File: src/rtl/fb_scanout.sv
// Framebuffer scan-out: maps upstream VGA timing onto a 2x-scaled RGB332 framebuffer
// through a two-tick read pipeline, with frame-synchronous front/back buffer swapping.
module fb_scanout #(
    parameter int unsigned H_OFFSET = 160,
    parameter int unsigned FB_W     = 320,
    parameter int unsigned FB_H     = 240
) (
    input  logic        clk,
    input  logic        rst,
    input  logic        pix_clk,
    input  logic [9:0]  pix_x,
    input  logic [8:0]  pix_y,
    input  logic        h_sync,
    input  logic        v_sync,
    input  logic        draw_active,
    input  logic        screen_end,
    output logic [17:0] fb_addr,
    output logic        fb_rd_en,
    input  logic [7:0]  fb_rdata,
    input  logic        swap_req,
    output logic        swap_ack,
    output logic        front_buf,
    output logic [2:0]  red,
    output logic [2:0]  green,
    output logic [1:0]  blue,
    output logic        vga_hs,
    output logic        vga_vs
);

    localparam logic [0:0]  StIdle    = 1'b0;
    localparam logic [0:0]  StPending = 1'b1;
    localparam logic [16:0] FbWBits   = 17'(FB_W);
    localparam logic [16:0] FbSize    = 17'(FB_W * FB_H);

    logic [9:0]  dx;
    logic [9:0]  col;
    logic [8:0]  row;
    logic [16:0] row_base;
    logic [16:0] offset;
    logic [16:0] sat_offset;

    logic        s1_de;
    logic        s1_hs;
    logic        s1_vs;
    logic [7:0]  rdata_q;
    logic [7:0]  pix_data;
    logic [0:0]  state_q;
    logic        frame_edge;

    // row * FB_W as a sum of shifted rows; FB_W is constant so this folds to adders.
    always_comb begin
        dx       = pix_x - 10'(H_OFFSET);
        col      = dx >> 1;
        row      = pix_y >> 1;
        row_base = '0;
        for (int i = 0; i < 17; i++) begin
            if (FbWBits[i]) begin
                row_base = row_base + (17'(row) << i);
            end
        end
        offset     = row_base + 17'(col);
        sat_offset = (offset >= FbSize) ? FbSize - 17'd1 : offset;
    end

    // With a tick every clk the read data arrives on the very tick that consumes it.
    assign pix_data   = fb_rd_en ? fb_rdata : rdata_q;
    assign frame_edge = pix_clk && screen_end;

    always_ff @(posedge clk) begin
        if (rst) begin
            fb_addr  <= '0;
            fb_rd_en <= 1'b0;
            s1_de    <= 1'b0;
            s1_hs    <= 1'b1;
            s1_vs    <= 1'b1;
        end else begin
            fb_rd_en <= 1'b0;
            if (pix_clk) begin
                fb_addr  <= {front_buf, sat_offset};
                fb_rd_en <= draw_active;
                s1_de    <= draw_active;
                s1_hs    <= h_sync;
                s1_vs    <= v_sync;
            end
        end
    end

    always_ff @(posedge clk) begin
        if (rst) begin
            rdata_q <= '0;
            red     <= '0;
            green   <= '0;
            blue    <= '0;
            vga_hs  <= 1'b1;
            vga_vs  <= 1'b1;
        end else begin
            if (fb_rd_en) begin
                rdata_q <= fb_rdata;
            end
            if (pix_clk) begin
                vga_hs <= s1_hs;
                vga_vs <= s1_vs;
                if (s1_de) begin
                    {red, green, blue} <= pix_data;
                end else begin
                    {red, green, blue} <= 8'h00;
                end
            end
        end
    end

    // Extra requests while pending are absorbed, so at most one toggle per frame.
    always_ff @(posedge clk) begin
        if (rst) begin
            state_q   <= StIdle;
            front_buf <= 1'b0;
            swap_ack  <= 1'b0;
        end else begin
            swap_ack <= 1'b0;
            case (state_q)
                StIdle: begin
                    if (swap_req) begin
                        if (frame_edge) begin
                            front_buf <= ~front_buf;
                            swap_ack  <= 1'b1;
                        end else begin
                            state_q <= StPending;
                        end
                    end
                end
                StPending: begin
                    if (frame_edge) begin
                        front_buf <= ~front_buf;
                        swap_ack  <= 1'b1;
                        state_q   <= StIdle;
                    end
                end
                default: state_q <= StIdle;
            endcase
        end
    end

endmodule

File: config.mk
export PLATFORM = sky130hd
export DESIGN_NAME = fb_scanout
export DESIGN_NICKNAME = d
export VERILOG_FILES = /design/src/rtl/fb_scanout.sv
export SDC_FILE = /design/constraint.sdc
export NUM_CORES = 1
export LEC_CHECK = 0
export ABC_AREA = 0
export BUFFER_PORTS_ARGS = -buffer_cell sky130_fd_sc_hd__clkbuf_2
export CAP_MARGIN = 15
export CORE_MARGIN = 2
export CORE_UTILIZATION = 50
export DETAILED_ROUTE_END_ITERATION = 10
export PLACE_DENSITY_LB_ADDON = 0.3
export RECOVER_POWER = 50
export REMOVE_ABC_BUFFERS = 1
export SLEW_MARGIN = 20
export SYNTH_ARGS = -nofsm -noshare
export SYNTH_HDL_FRONTEND = slang
export SYNTH_SLANG_ARGS = --single-unit
File: constraint.sdc
create_clock -name clk -period 7.6 [get_ports clk]
set_input_delay 1.52 -clock clk [delete_from_list [all_inputs] [get_ports clk]]
set_output_delay 1.52 -clock clk [all_outputs]
set_load 0.005 [all_outputs]
# [Word level (Yosys, flattened, before mapping)]
# Index checks and enable logic that the tools add are counted.
[totals] reg_bits=43 in_bits=35 output_inout_bits=31 word_cells=38
[classes] addsub=3 order_cmp=1 eq_ne=1 n_mux=14 bitwise_logic=3 reduce_logical=2
[op_table] operator="adder 14 x 16 -> 17 bit" n=1
[op_table] operator="adder 17 x 9 -> 17 bit" n=1
[op_table] operator=">= comparator 17 bit (second input constant)" n=1
[op_table] operator="2-to-1 mux 17 bit" n=1
[op_table] operator="subtractor 10 x 8 -> 10 bit (second input constant)" n=1
[op_table] operator="2-to-1 mux 8 bit" n=1
[op_table] operator="2-to-1 mux 1 bit" n=6
[op_table] operator="2-to-1 mux 3 bit" n=2
[op_table] operator="case mux 1 bit (2 select lines)" n=3
[op_table] operator="NOT 1 bit" n=3
[op_table] operator="2-to-1 mux 2 bit" n=1
[op_table] operator="!= test 2 bit (second input constant)" n=1
[op_table] operator="OR reduction 2 bit" n=1
[op_table] operator="logical AND 1 bit" n=1

# [Longest topological paths before layout]
# Gate-level depths: netlist (run 1).
[logic_depth] ltp_word=4 ltp_mapped=15 depth_no_buf=14

# [Worst setup path after synthesis (run 1)]
# Ideal clock, no wire load.
[synth_path] kind="input to register" startpoint="input pix_x[5]" endpoint="register fb_addr[3]" arrival_time_ps=3985 setup_slack_ps=3480 stages=15 path_buffers=1 path_cell_list="inv_1 ha_1 inv_1 a21oi_1 xnor2_1 fa_1 inv_1 fa_1 nand3_1 nor3b_1 nor4_1 a21o_1 a21oi_2 buf_6 o22ai_1"
[synth_via] elab_chain_cells=4
[synth_rtl] element="from (decl)" line_no="11" text="input logic [9:0] pix_x,"
[synth_rtl] element="subtractor 10 x 8 -> 10 bit" line_no="52" text="dx = pix_x - 10'(H_OFFSET);"
[synth_rtl] element="adder 17 x 9 -> 17 bit" line_no="61" text="offset = row_base + 17'(col);"
[synth_rtl] element=">= comparator 17 bit" line_no="62" text="sat_offset = (offset >= FbSize) ? FbSize - 17'd1 : offset;"
[synth_rtl] element="2-to-1 mux 17 bit" line_no="62"
[synth_rtl] element="to (signal assigned)" line_no="79" text="fb_addr <= {front_buf, sat_offset};"
[synth_rtl] element="to (decl)" line_no="17" text="output logic [17:0] fb_addr,"
# Every way passes these cells.
# A chain may end at the register's enable or synchronous reset.

# [Final worst setup path (run 1)]
[layout_path] startpoint="input pix_x[5]" endpoint="register fb_addr[0]"
# Same word-level chain as after synthesis.

==> results of run 1 <==
[final timing paths]
kind,slack [ps],cells past startpoint,endpoint,startpoint
worst min-delay path,470,2,fb_addr[15]$_SDFFE_PP0P_,fb_addr[15]$_SDFFE_PP0P_
worst max-delay path,3190,15,fb_addr[0]$_SDFFE_PP0P_,pix_x[5]
worst max register to register,6200,3,red[1]$_SDFFE_PP0P_,fb_rd_en$_SDFF_PP0_
worst min register to register,470,2,fb_addr[15]$_SDFFE_PP0P_,fb_addr[15]$_SDFFE_PP0P_
[critical path: stages]
cell and delay, ps:
clkbuf_2 100, inv_1 50, ha_1 170, inv_1 50, a21oi_1 160, xnor2_1 100
fa_1 480, inv_1 70, fa_1 480, nand3_1 150, nor3b_1 270, nor4_1 90
a21o_1 170, a21oi_2 450, o22ai_1 180
[synth_stat cells, types with 2 or more instances]
cell      number
buf_1          2
fa_1           2
nor3b_1        2
nand2b_1       2
nor3_1        10
o22ai_1        8
nor2_1        16
or3_1          3
o31a_1         3
a21oi_2        2
nand3_1        6
ha_1          16
nand2_1       14
o21ai_0        9
clkbuf_1       8
a21oi_1       14
mux2i_1       21
nor2b_1        4
a31o_2         8
xnor2_1        4
inv_1          9
nor4_1         3
a211oi_1       4
dfxtp_1       43
a21o_1         5
[cell usage in the layout (no fill, tap or decap), types with 2 or more instances in the layout]
master     instances
a211oi_1           4
a21o_1             5
a21oi_1           14
a21oi_2            2
a31o_2             8
bufinv_16          2
clkbuf_1          12
clkbuf_2          52
clkbuf_8           5
dfxtp_1           43
fa_1               2
ha_1              16
inv_1              9
mux2i_1           21
nand2_1           14
nand2b_1           2
nand3_1            6
nor2_1            16
nor2b_1            4
nor3_1            10
nor3b_1            2
nor4_1             3
o21ai_0            9
o22ai_1            8
o31a_1             3
or3_1              3
xnor2_1            4
[metrics by stage]
| step | power [uW] | util (%) |
|---|---|---|
| final | 575 | 61.2 |
| after global routing | 606 | 61.2 |
| after global placement | 374 | 58.4 |
| after CTS | 582 | 61.5 |
| after floorplan | 333 | - |
| after detailed placement | 376 | 58.4 |
[flip-flops by register name (all words and copies together) (netlist names)]
signal / count
s1_vs: 1
fb_addr: 18
fb_rd_en: 1
vga_hs: 1
state_q: 1
red: 3
s1_hs: 1
rdata_q: 8
s1_de: 1
front_buf: 1
green: 3
swap_ack: 1
vga_vs: 1
blue: 2
[routing by layer]
metal,track usage (%),wire (um)
met1,25.3,2070
met2,29.7,2050
met3,4.33,239
met4,5.13,14
met5,0,0
[cell families (layout without fill, tap and decap cells)]
kind of cell | Yosys count | count (layout) | share of synthesized area, %
adder cells (fa/ha/maj) | 18 | 18 | 11.0
AO/OA/AOI/OAI | 63 | 63 | 20.1
flip-flops | 43 | 43 | 39.3
XOR/XNOR | 5 | 5 | 2.00
buffers and inverters | 23 | 81 | 4.52
multiplexers | 21 | 21 | 9.61
AND/OR/NAND/NOR | 62 | 62 | 13.5
[final cells by class]
| type | instances | area (um^2) |
|---|---|---|
| Multi-Input combinational cell | 169 | 1230 |
| Clock inverter | 2 | 60.1 |
| Sequential cell | 43 | 861 |
| Fill cell | 400 | 1670 |
| Clock buffer | 6 | 72.6 |
| Timing Repair Buffer | 63 | 302 |
| Inverter | 10 | 37.5 |
| Tap cell | 52 | 65.1 |
[report_power, final]
part / total [uW] / internal [uW] / switching [uW]
clock network: 205 / 131 / 73.5
logic: 122 / 55.0 / 66.7
registers: 248 / 240 / 8.33
total: 575 / 426 / 149
==> qor.yml, run 1 <==
post-place-cells: 337
layout_setup_ws_ps: 3190
slew_viol_final: 40
synth.avg_cell_area_um2: 9.31
holdWs_ps: 469
num_vias: 1873
grt_max_degree: 40
port_buffers: 63
dieWidth_um: 70.2
overflow: 0
crit_fanout: 12
synth_seq_cells: 43
synth_cell_types: 42
cts_sinks: 43
routabilityCongestion: 0.813
core_um2: 4290
wl_mm: 4.37
yosys-top-cells-area: "dfxtp_1 (39%), mux2i_1 (9.6%), ha_1 (9.1%)"
drive_above_1_share_pct: 24.9
worst_pin_slew_ps: 1640
grt_pass1_vias: 1736
final_area_um2: 2630
final_nets: 345
required_ps: 7690
maxCapViolCount: 1
fin_cells: 345
mappedNetlistArea_um2: 2190
period_share_pct: 58.1
start_kind: "input pin"
cts_resized: 0
ant_nets: 0
dieArea_um2: 4920
cts_made_buffers: 5
synthArstFlopShare_pct: 0
vdd_drop_max_mv: 0.136
min_period_ps: 4410
cts_tree: "done"
arrival_ps: 4510
end_kind: "flop"
clk_latency_ps: 290
drcViolationCount: 0
cts-htree-levels: 2
num_rows: 24
fp.dieH_um: 70.2
hpwl_mm: 3.17
synth_edf_count: 0
clk_pin_slew_ps: 80
drt_iter0_markers: 42
maxSlewHeadroom_pct: -9.57
synthFlopType: "dfxtp_1"
synth.top_cell.area_share_pct: 39.3
clock_path_buffers: 2
cts_root_buffer: "clkbuf_8"
path_class: "in2reg"
fmax_mhz: 227
dr.pass1.iters: 4
pin_count: 66
place_area_um2: 2510
avgRoutedWirePerCell_um: 12.7
dp_slack_ps: 2920
synth_warnings: 0
hold_path_class: "reg2reg"
area_growth_pct: 20.0
antenna_cells: 0
p_leak_uw: 0.00119
track_usage_pct: 18.6
antenna_found_initial: 0
status: "finished, violations left"
final-setup-viol-count: 0
power_density_nw_per_um2: 219
synth-seq-area-share_pct: 39.3
hold_violations: 0
start_util_pct: 51.0
via_per_inst: 5.43
clock_skew_ps: 7.13
ctsHoldBuffers: 0
tns_ps: 0
violations: "capacitance limit, slew limit"
netlist_instances: 235
cts_setup_buffers: 0
synth_top_area_cell: "dfxtp_1"
rsz0062_at_grt: "no"
grt_pass1_wl_mm: 7.60
No activity file was read; power rests on OpenSTA's default activity.
==> run 2, diff against run 1 <==
Settings changed: CORE_UTILIZATION 50 to 46.
Clock period 7.6 ns to 3.5 ns, I/O delays scaled along.
==> run 2 against run 1 <==
The flow now finishes without violations. Largest power group unchanged. Critical path type unchanged. Utilization fell by 3.6 points. First-iteration DRC count rose by 120%. Clock skew fell by 4.0 ps. Final cell count rose by 4.1%. Global-route usage fell by 0.69 points. Critical path depth rose by 1. Wire length rose by 3.2%. Design area rose by 2.1%. Non-clock buffer count rose by 12. Largest cell class unchanged. Worst setup slack got worse by 3000 ps. Worst hold slack got worse by 1.4 ps.
==> qor.yml, run 2 (same netlist as run 1, synthesis figures left out) <==
pin_count: 66  # unchanged
port_buffers: 63  # unchanged
period_share_pct: 94.2
holdPathEnd: "s1_de$_SDFFE_PP0P_"  # was fb_addr[15]$_SDFFE_PP0P_
final_area_um2: 2680  # was 2630 um^2
grt_pass1_wl_mm: 7.60  # about the same
dieWidth_um: 73.0  # was 70.2 um
hold_violations: 0  # unchanged
core_um2: 4660  # was 4290 um^2
cts_sinks: 43  # unchanged
track_usage_pct: 17.9  # was 18.6%
hp-start: "s1_de$_SDFFE_PP0P_"  # was fb_addr[15]$_SDFFE_PP0P_
min_period_ps: 3300
rrSetupSlack_ps: 2160  # was 6200 ps
area_growth_pct: 22.6  # was 20.0%
required_ps: 3680  # was 7690 ps
clock_skew_ps: 3.13  # was 7.13 ps
critPathSlowestCell: "fa_1"  # unchanged
cts_tree: "done"  # unchanged
cts-htree-levels: 2  # unchanged
num_rows: 25  # was 24
antenna_found_initial: 0  # unchanged
path_buf_inv: 5  # was 4
dp_slack_ps: -112  # was 2920 ps
grt_pass1_vias: 1808  # was 1736
worst_pin_slew_ps: 1480  # was 1640 ps
clock_path_buffers: 2  # unchanged
fill_cells: 455  # was 400
final-setup-viol-count: 0  # unchanged
cts_root_buffer: "clkbuf_8"  # unchanged
reg.largest.list: "fb_addr x18, rdata_q x8"  # unchanged
via_per_inst: 5.33  # was 5.43
grt_max_degree: 29  # was 40
routabilityCongestion: 0.844  # was 0.813
largest_register: "fb_addr"  # unchanged
slew_viol_final: 0  # was 40
overflow: 0  # unchanged
clk_latency_ps: 280  # was 290 ps
num_vias: 1915  # was 1873
antenna_cells: 0  # unchanged
layout_setup_ws_ps: 203  # was 3190 ps
final_nets: 357  # was 345
reg2reg_from: "fb_rd_en$_SDFF_PP0_"  # unchanged
dieArea_um2: 5330  # was 4920 um^2
start_util_pct: 47.0  # was 51.0%
dr.pass1.iters: 4  # unchanged
rsz0062_at_grt: "no"  # unchanged
p_leak_uw: 0.00122  # was 0.00119 uW
tns_ps: 0  # unchanged
arrival_ps: 3470  # was 4510 ps
avgRoutedWirePerCell_um: 12.6  # was 12.7 um
end_kind: "flop"  # unchanged
drcViolationCount: 0  # unchanged
wl_mm: 4.51  # was 4.37 mm
cts_made_buffers: 5  # unchanged
r2r-end: "red[1]$_SDFFE_PP0P_"  # unchanged
post-place-cells: 351  # was 337
layout_common_cells: "clkbuf_2 (52), dfxtp_1 (43), mux2i_1 (21), nor2_1 (16), ha_1 (16)"  # unchanged
clk_pin_slew_ps: 70  # was 80 ps
start_kind: "input pin"  # unchanged
vdd_drop_max_mv: 0.249  # was 0.136 mV
fin_cells: 359  # was 345
drt_iter0_markers: 94  # was 42
maxCapViolCount: 0  # was 1
ant_nets: 0  # unchanged
status: "finished clean"  # was finished, violations left
reg2regPathDepth: 3  # unchanged
crit_fanout: 12  # unchanged
fp.dieH_um: 73.0  # was 70.2 um
path_cells: "clkbuf_2 > inv_1 > ha_1 > inv_1 > a21oi_1 > xnor2_1 > fa_1 > inv_1 > fa_1 > a21oi_1 > o21ai_0 > a21oi_1 > xnor2_1 > a21oi_2 > buf_12 > a21bo_2"  # was clkbuf_2 > inv_1 > ha_1 > inv_1 > a21oi_1 > xnor2_1 > fa_1 > inv_1 > fa_1 > nand3_1 > nor3b_1 > nor4_1 > a21o_1 > a21oi_2 > o22ai_1
fmax_mhz: 303
crit_family: "adder cells"  # unchanged
largest_reg_flops: 18  # unchanged
drive_above_1_share_pct: 27.5  # was 24.9%
finalCoreUtilization_pct: 57.6  # was 61.2%
power_density_nw_per_um2: 422  # was 219 nW/um^2
path_class: "in2reg"  # unchanged
place_area_um2: 2610  # was 2510 um^2
maxSlewHeadroom_pct: 1.34  # was -9.57%
hold_path_class: "reg2reg"  # unchanged
layout_commonest_cell: "clkbuf_2"  # unchanged
slowest_delay_ps: 490  # was 480 ps
hpwl_mm: 3.35  # was 3.17 mm
hold_depth: 2  # unchanged
run 2: report_power, final:
group | internal (uW) | switching [uW] | total (uW)
Combinational | 146 | 153 | 300
Clock | 140 | 152 | 292
Sequential | 521 | 18.1 | 539
Total | 808 | 323 | 1130
run 2: per-layer routing:
layer  track usage (%)  share of wire [%]
met5                 0                  0
met2              29.3                 46
met1              23.6                 49
met3              4.56                4.3
met4              4.53               0.93
run 2: what timing repair did:
action,4_1_cts,5_1_grt
endpoints found under the setup margin,0,9
hold buffers,0,0
gates resized for setup,0,2
buffers inserted,0,0
run 2: worst max-delay path by stage:
stage | startpoint | end | cells after the start
after CTS | pix_x[5] | fb_addr[5]$_SDFFE_PP0P_ | 15
after global routing | pix_x[5] | fb_addr[5]$_SDFFE_PP0P_ | 16
after detailed placement | pix_x[5] | fb_addr[5]$_SDFFE_PP0P_ | 15
final | pix_x[5] | fb_addr[10]$_SDFFE_PP0P_ | 16
after floorplan | pix_x[5] | fb_addr[0]$_SDFFE_PP0P_ | 14
after global placement | pix_x[5] | fb_addr[5]$_SDFFE_PP0P_ | 16
run 2: worst register-to-register path: stages (launching register included):
cell     delay [ps]
dfxtp_1         620
mux2i_1         320
nor3_1           80
a31o_2          220
run 2: final cells by class:
type / count / area (um^2) / share of cell area [%]
clock buffers: 7 / 76.3 / 2.85
clock inverters: 1 / 5.00 / 0.187
inverters: 10 / 37.5 / 1.40
multi-input cells: 169 / 1240 / 46.2
flip-flops and latches: 43 / 861 / 32.1
well taps: 54 / 67.6 / 2.52
repair buffers: 75 / 397 / 14.8
run 2: stage by stage:
step	hold slack (ps)	total power [uW]
2_1_floorplan	439	723
3_3_place_gp	450	846
3_5_place_dp	460	851
4_1_cts	471	1140
5_1_grt	508	1200
6_report	468	1130
==> run 3, diff against run 2 <==
Settings changed: MAX_ROUTING_LAYER from default to met4.
==> run 3 against run 2 <==
The run now ends with capacitance limit, slew limit left. Clock skew hardly changed. Combinational power hardly changed. Power hardly changed. Worst setup slack hardly changed. First-iteration DRC count is 4.3% higher. Wire length hardly changed. Sequential share of layout area stayed put. Worst hold slack hardly changed. Global-route usage is 0.53 points higher. Design area stayed put. Count of clock-buffer cells in the layout stayed put. Largest cell class unchanged.
==> qor.yml, run 3 (same netlist as run 1, synthesis figures left out) <==
status: "finished, violations left"  # was finished clean
violations: "capacitance limit, slew limit"
use_met3_pct: 4.01  # was 4.56%
largest_register: "fb_addr"  # unchanged
core_um2: 4660  # unchanged
hp-start: "s1_de$_SDFFE_PP0P_"  # unchanged
hold_path_class: "reg2reg"  # unchanged
pin_count: 66  # unchanged
reg.largest.list: "fb_addr x18, rdata_q x8"  # unchanged
period_share_pct: 94.2  # about the same
ctsHoldBuffers: 0  # unchanged
worst_pin_slew_ps: 1500  # was 1480 ps
cts_sinks: 43  # unchanged
fmax_mhz: 303  # about the same
reg2regPathDepth: 3  # unchanged
p_leak_uw: 0.00122  # about the same
grt_pass1_vias: 1810  # was 1808
comb_power_share_pct: 26.5  # about the same
p_switching_uw: 323  # about the same
port_buffers: 63  # unchanged
grt_max_degree: 29  # unchanged
power_density_nw_per_um2: 421  # was 422 nW/um^2
seq_area_um2: 861  # unchanged
switching_share_pct: 28.6  # about the same
hold_violations: 0  # unchanged
vdd_drop_max_mv: 0.249  # about the same
drt_iter0_markers: 98  # was 94
clk_pin_slew_ps: 70  # about the same
r2r-end: "red[1]$_SDFFE_PP0P_"  # unchanged
via_per_inst: 5.35  # was 5.33
cts_root_buffer: "clkbuf_8"  # unchanged
hpwl_mm: 3.35  # unchanged
min_period_ps: 3300  # about the same
cts_tree: "done"  # unchanged
crit_fanout: 12  # unchanged
grt_pass1_wl_mm: 7.60  # unchanged
fill_cells: 455  # unchanged
layout_setup_ws_ps: 203  # about the same
start_kind: "input pin"  # unchanged
final-setup-viol-count: 0  # unchanged
largest_reg_flops: 18  # unchanged
antenna_cells: 0  # unchanged
holdPathEnd: "s1_de$_SDFFE_PP0P_"  # unchanged
num_vias: 1919  # was 1915
grtUsageMet1_pct: 24.0  # was 23.6%
clock_path_buffers: 2  # unchanged
grt_use_met2_pct: 29.3  # unchanged
dieArea_um2: 5330  # unchanged
area_growth_pct: 22.6  # unchanged
slew_viol_final: 28  # was 0
dp_slack_ps: -112  # unchanged
dieWidth_um: 73.0  # unchanged
dr.pass1.iters: 4  # unchanged
holdWs_ps: 468  # about the same
path_class: "in2reg"  # unchanged
routabilityCongestion: 0.857  # was 0.844
overflow: 0  # unchanged
arrival_ps: 3470  # about the same
clock_skew_ps: 2.77  # was 3.13 ps
maxSlewHeadroom_pct: -0.0601  # was 1.34%
clkPwrFrac_pct: 25.8  # about the same
layout_common_cells: "clkbuf_2 (52), dfxtp_1 (43), mux2i_1 (21), nor2_1 (16), ha_1 (16)"  # unchanged
required_ps: 3680  # about the same
drive_above_1_share_pct: 27.5  # unchanged
clk_latency_ps: 280  # about the same
wl_mm: 4.51  # about the same
drcViolationCount: 0  # unchanged
rsz0062_at_grt: "no"  # unchanged
track_usage_pct: 18.4  # was 17.9%
start_util_pct: 47.0  # unchanged
multi_input_area_um2: 1240  # unchanged
num_rows: 25  # unchanged
cts-htree-levels: 2  # unchanged
avgRoutedWirePerCell_um: 12.6  # about the same
internal-power_uw: 808  # about the same
p_seq_share_pct: 47.7  # about the same
final_nets: 357  # unchanged
hold_depth: 2  # unchanged
cts_made_buffers: 5  # unchanged
layout_commonest_cell: "clkbuf_2"  # unchanged
reg2reg_from: "fb_rd_en$_SDFF_PP0_"  # unchanged
antenna_found_initial: 0  # unchanged
rrSetupSlack_ps: 2160  # about the same
end_kind: "flop"  # unchanged
busiest_layer: "met2"  # unchanged
ant_nets: 0  # unchanged
maxCapViolCount: 1  # was 0
fp.dieH_um: 73.0  # unchanged
[run 3: power by group through the flow]
| stage | clock [uW] | combinational, uW | sequential (uW) |
|---|---|---|---|
| 2_1_floorplan | 0 | 173 | 550 |
| 3_3_place_gp | 0 | 295 | 550 |
| 3_5_place_dp | 0 | 301 | 550 |
| 4_1_cts | 301 | 303 | 539 |
| 5_1_grt | 320 | 341 | 542 |
| 6_report | 292 | 300 | 539 |
[run 3: cell type report]
cell class,count,share of cell area [%]
Multi-Input combinational cell,169,46.2
Sequential cell,43,32.1
Timing Repair Buffer,75,14.8
Clock buffer,7,2.85
Tap cell,54,2.52
Inverter,10,1.40
Clock inverter,1,0.187
[run 3: critical path: stages]
cell and delay [ps]:
clkbuf_2 90, inv_1 50, ha_1 160, inv_1 40, a21oi_1 160, xnor2_1 100, fa_1 490, inv_1 70
fa_1 480, a21oi_1 160, o21ai_0 110, a21oi_1 190, xnor2_1 210, a21oi_2 120, buf_12 160, a21bo_2 180
[run 3: per-layer routing]
layer | vias to the layer above | share of wire [%]
met2 | 46 | 46
met5 | - | 0
li1 | 990 | -
met4 | 0 | 0.93
met1 | 879 | 49
met3 | 4 | 3.8
[run 3: how the worst max path moves through the flow]
stage / startpoint / to / cells past startpoint
final: pix_x[5] / fb_addr[10]$_SDFFE_PP0P_ / 16
after global routing: pix_x[5] / fb_addr[5]$_SDFFE_PP0P_ / 16
after CTS: pix_x[5] / fb_addr[5]$_SDFFE_PP0P_ / 15
after detailed placement: pix_x[5] / fb_addr[5]$_SDFFE_PP0P_ / 15
after global placement: pix_x[5] / fb_addr[5]$_SDFFE_PP0P_ / 16
after floorplan: pix_x[5] / fb_addr[0]$_SDFFE_PP0P_ / 14
[run 3: stage by stage]
stage / util [%] / std cells / setup TNS [ps] / cell area, um^2 / total power, uW
after floorplan: - / 222 / 0 / 2130 / 723
after global placement: 56.1 / 351 / -459 / 2610 / 846
after detailed placement: 56.1 / 351 / -1010 / 2610 / 851
after CTS: 57.8 / 359 / 0 / 2690 / 1140
after global routing: 57.6 / 359 / 0 / 2680 / 1200
final: 57.6 / 359 / 0 / 2680 / 1130
[run 3: repair_timing]
| item | 4_1_cts | 5_1_grt |
|---|---|---|
| setup buffers | 0 | 0 |
| resized for setup | 0 | 2 |
| endpoints found under the setup margin | 0 | 9 |
